## src/rtl/ram_pkg.sv

```systemverilog
// ram_pkg: shared state encodings, constants and byte-enable helper for the RAM arbiter
package ram_pkg;
  typedef enum logic {S_CPU, S_VID} st_e;
  localparam logic [3:0] BE_ALL = 4'hF;
  localparam int RAM_AW_DEF = 18;
  function automatic logic [3:0] onehot(input logic [1:0] a);
    return 4'b0001 << a;
  endfunction
endpackage

```

## src/rtl/ram_arbiter.sv

```systemverilog
// ram_arbiter: shares one SRAM port between the CPU and a read-only video DMA using wait-state slots
module ram_arbiter
  import ram_pkg::*;
#(
  parameter int RAM_AW   = RAM_AW_DEF,
  parameter int WAIT_CYC = 0
) (
  input  logic              clk,
  input  logic              rst,
  input  logic [23:0]       cpu_adr,
  input  logic              cpu_rd,
  input  logic              cpu_wr,
  input  logic              cpu_ben,
  input  logic [31:0]       cpu_wdata,
  output logic [31:0]       cpu_rdata,
  output logic              cpu_stall,
  input  logic              vid_req,
  input  logic [RAM_AW-1:0] vid_adr,
  output logic              vid_ack,
  output logic [31:0]       vid_data,
  output logic [RAM_AW-1:0] ram_adr,
  output logic              ram_oe,
  output logic              ram_we,
  output logic [3:0]        ram_be,
  output logic [31:0]       ram_wdata,
  input  logic [31:0]       ram_rdata
);
  localparam logic [2:0] LAST_CNT = 3'(WAIT_CYC);
  st_e         st_q, st_d;
  logic [2:0]  cnt_q, cnt_d;
  logic        served_q, served_d, ack_q, ack_d;
  logic [31:0] vdata_q, vdata_d;
  logic        last, vid;
  logic        unused;
  assign unused = ^{cpu_rd, cpu_adr[23:RAM_AW+2]};
  always_comb begin
    last      = cnt_q == LAST_CNT;
    vid       = st_q == S_VID;
    ram_adr   = vid ? vid_adr : cpu_adr[RAM_AW+1:2];
    ram_wdata = cpu_wdata;
    ram_we    = ~vid & cpu_wr & last & ~rst;
    ram_oe    = ~ram_we;
    ram_be    = (vid | ~cpu_ben) ? BE_ALL : onehot(cpu_adr[1:0]);
    cpu_stall = vid | ~last;
    cpu_rdata = ram_rdata;
    vid_ack   = ack_q;
    vid_data  = vdata_q;
    cnt_d     = last ? 3'd0 : cnt_q + 3'd1;
    // served is consulted before it clears, forcing a CPU access between video slots
    st_d      = vid ? (last ? S_CPU : S_VID)
                    : ((last & vid_req & ~ack_q & ~served_q) ? S_VID : S_CPU);
    served_d  = last ? vid : served_q;
    ack_d     = vid & last;
    vdata_d   = (vid & last) ? ram_rdata : vdata_q;
  end
  always_ff @(posedge clk) begin
    if (rst) begin
      st_q     <= S_CPU;
      cnt_q    <= '0;
      served_q <= 1'b0;
      ack_q    <= 1'b0;
      vdata_q  <= '0;
    end else begin
      st_q     <= st_d;
      cnt_q    <= cnt_d;
      served_q <= served_d;
      ack_q    <= ack_d;
      vdata_q  <= vdata_d;
    end
  end
endmodule

```

## config.mk

```make
export PLATFORM = sky130hd
export DESIGN_NAME = ram_arbiter
export DESIGN_NICKNAME = d
export VERILOG_FILES = /design/src/rtl/ram_pkg.sv /design/src/rtl/ram_arbiter.sv
export SDC_FILE = /design/constraint.sdc
export NUM_CORES = 1
export LEC_CHECK = 0
export ABC_AREA = 1
export BUFFER_PORTS_ARGS = -buffer_cell sky130_fd_sc_hd__buf_2
export CAP_MARGIN = 40
export CORE_AREA = 3 3 90 92
export DETAILED_ROUTE_END_ITERATION = 10
export DIE_AREA = 0 0 93 95
export PLACE_DENSITY = 0.78
export SKIP_CTS_REPAIR_TIMING = 1
export SLEW_MARGIN = 20
export SYNTH_ARGS = -nofsm -noshare
export SYNTH_HDL_FRONTEND = slang
export SYNTH_SLANG_ARGS = --single-unit
```

## constraint.sdc

```tcl
create_clock -name clk -period 1.4 [get_ports clk]
set_clock_uncertainty 0.05 [all_clocks]
set_input_delay 0.14 -clock clk [delete_from_list [all_inputs] [get_ports clk]]
set_output_delay 0.14 -clock clk [all_outputs]
set_load 0.01 [all_outputs]
```

==> impl_summary.md <==
Placed design
The quantity of I/O buffers inserted on ports is 164. The post-place instance area is 2571 um^2. The global placer's final weighted congestion is 0.7290. The worst setup slack before clock tree synthesis is -0.1595 ns.

After legalization and detailed placement, the total HPWL measured 4.498 mm.

Clocking
The clock-pin slew reported for the worst setup and hold paths after clock tree synthesis is 0.07 ns. The clock tree synthesis step divided the H-tree into 2 levels. The cell sitting at the root of the clock tree is a clkbuf_8. The number of clock buffers added by TritonCTS is 5. The clock latency on the worst-skew pair is 0.28 ns. TritonCTS built the clock tree. The clock sink total is 38.

The worst-case clock buffer depth is 2.

Detailed routing
The number of design rule violations left after detail routing is 0. The remaining number of nets flagged by the antenna check after routing is 0. The total vias in the final route is 2,199. The routed design has 6.435 mm of wire. Before antenna repair, the detailed router went through 4 iterations.

The number of vias per cell after detailed routing is 4.253. The first routing iteration left 77 violations. The detail-routed net length per standard cell is 12.45 um.

Synthesis
The mapped netlist covers 2098 um^2. Counting every instance in the synthesized netlist gives 300. The top cell type's share of synthesized area is 0.3626.

The total nets after synthesis is 414. The largest family of logic cells by synthesized area is simple AND/OR/NAND/NOR gates. The number of register bits inferred by synthesis is 38. Of the total synthesized cell area, the portion taken by XOR and XNOR cells is 0.004174. In this run, synthesis inferred 0 flip-flops with an integrated enable. The yosys synthesis warning count is 0. Sorting the synthesized cells by area gives the leading types as dfxtp_1 36%, buf_4 25%, nand2_1 22%. The per-instance average area after synthesis is 6.994 um^2. The share of async-settable or async-resettable flops after synthesis is 0. The cell taking the most area after synthesis is dfxtp_1. Of the total synthesized cell area, the portion taken by full adders, half adders and majority gates is 0.01193. After synthesis, the share of cell area in mux cells is 0. After synthesis, the most frequently instantiated cells are 121 x nand2_1, 70 x buf_4, 38 x dfxtp_1. The fraction of the yosys area taken by sequential cells is 0.3626. In the post-synthesis netlist, the cell with the most instances is nand2_1. The leading register cell type out of synthesis is dfxtp_1.

The post-synthesis compound-gate area fraction was 0.01670. The number of distinct library cells after synthesis is 17. Of the total synthesized cell area, the portion taken by AND, OR, NAND and NOR gates is 0.3172.

Flow run
The max-cap violation count is 0.

Global route
The initial antenna violation count is 0. The combined global-route utilization of all metal layers is 0.1209. The wire length of the first global-routing pass is 8.680 mm. Entering global routing, the biggest net connects 34 pins.

The leftover overflow at the end of global routing is 0. The via count of the first global-routing pass is 1,892.

Floorplan
The initial cell density of the core is 0.2877. The count of pins on the block boundary is 234. The area of the core is 7292 um^2. The floorplan row count is 31. The die is 95 um tall. The die covers 8835 um^2.

The die is 93 um wide.

Worst setup path
The critical path launch point type is a flop. For the worst setup path, the data required time is 1.21 ns. In this run the worst setup path begins at cnt_q[1]. By startpoint and endpoint, the worst setup path is classified as flop to primary output. The critical register-to-register path startpoint is cnt_q[1]. The arrival time at the worst endpoint is 1.34 ns. The endpoint class of the critical path is a primary output. The critical-path maximum fanout is 2.

Min path
The startpoint identified for the worst hold timing path is ram_rdata[27]. The worst hold path belongs to the class primary input to flop.

Timing
The minimum setup slack in the final design is -0.1280 ns. Setup violations remaining at the end of the flow were counted as 51. The worst relative slew slack is 0.7100. The final hold slack is 0.003984 ns. Of the available clock period, the critical path in the final layout requires 1.091. The transition at the pin with the smallest max-transition slack is 0.4304 ns.

The count of final max-slew check failures is 0. The fmax is 654.5 MHz. The final hold violation count is 0.

The routed design could run at a clock period as short as 1.528 ns. Setup repair after global routing could not meet its margin everywhere.

Final layout
The repair_antennas step left the layout with diodes totalling 0. The final standard cell area without fillers is 3005 um^2. The core utilization of the finished layout is 0.4121. Of the cells placed in the final design, the portion with a size suffix greater than 1 is 0.5359.

The final net count is 532. The post-synthesis to final-layout area growth is 43.23%.

Status
The final reports fail on setup timing. The flow ran to the end, but the final reports show violations.

Pwr
Summed over all cells, the static leakage comes to 1.764 nW. VDD sags by at most 0.3777 mV. Power spread over the standard cell area amounts to 909.2 nW/um^2. Power comes to 2.732 mW.
[layout make-up]
| cell class | instances | area (um^2) |
|---|---|---|
| Clock buffer | 5 | 68.82 |
| Clock inverter | 2 | 10.01 |
| Fill cell | 764 | 4287 |
| Inverter | 13 | 73.82 |
| Multi-Input combinational cell | 172 | 834.6 |
| Sequential cell | 38 | 767.0 |
| Tap cell | 99 | 123.9 |
| Timing Repair Buffer | 185 | 1089 |
| Timing Repair inverter | 3 | 38.79 |
[flip-flops by register name, summed over array words and instances, names as in the netlist]
signal	flops
cnt_q	3
served_q	1
st_q	1
vid_ack	1
vid_data	32
[cells in the final DEF (no fill, tap or decap)]
master and count:
nor2_1 4, inv_1 7, o21ai_1 4, inv_8 2, nand2_1 105, xnor2_1 1, a21oi_2 1, buf_8 2
inv_2 4, dlygate4sd3_1 1, dfxtp_4 1, nand2_8 1, ha_4 1, buf_6 10, clkinv_2 2, o21ai_0 2
buf_12 2, dfxtp_2 2, nand3_1 33, buf_4 10, dfxtp_1 35, clkbuf_16 1, nor2_4 2, ha_1 1
nand2_2 12, clkinv_8 3, nand3_4 1, clkbuf_8 5, nand4_1 1, nand2_4 3, buf_2 159
[final timing paths]
check	to	slack, ns	cells past startpoint
min	vid_data[27]	0.004	3
max	ram_we	-0.13	8
max reg2reg	vid_data[22]	-0.09	9
min reg2reg	vid_data[13]	0.41	2
[routing by layer]
metal  vias up  track usage  part of all wire
met5         -            0                 0
met4         0      0.03175             0.016
met3        15      0.03506             0.074
met2       108       0.2178              0.51
met1       972       0.1401              0.40
li1       1104            -                 -
[kinds of logic (layout without fill, tap and decap cells)]
logic type	Yosys count	count (layout)
compound gates	7	7
flops	38	38
buf+inv	90	208
xor+xnor	1	1
fa+ha+maj	2	2
simple gates	162	162
[worst max-delay path: stages, from the launching register on]
cell,delay [ns]
dfxtp_2,0.33
inv_2,0.06
ha_4,0.13
inv_2,0.04
nor2_4,0.11
buf_6,0.10
nand4_1,0.09
inv_1,0.07
buf_2,0.12
[power by group]
group / switching (mW) / internal (mW) / leakage, nW
clock: 0.364 / 0.334 / 0.0438
sequential: 0.0367 / 1.15 / 0.312
combinational: 0.447 / 0.399 / 1.41
total: 0.848 / 1.88 / 1.76
[stage by stage]
| stage | TNS, ns | std cells |
|---|---|---|
| 2_1_floorplan | 0 | 300 |
| 3_3_place_gp | -1.793 | 497 |
| 3_5_place_dp | -4.327 | 497 |
| 4_1_cts | -8.010 | 504 |
| 5_1_grt | -6.529 | 517 |
| 6_report | -3.031 | 517 |
Note: power is estimated with default switching activity, not from simulation.
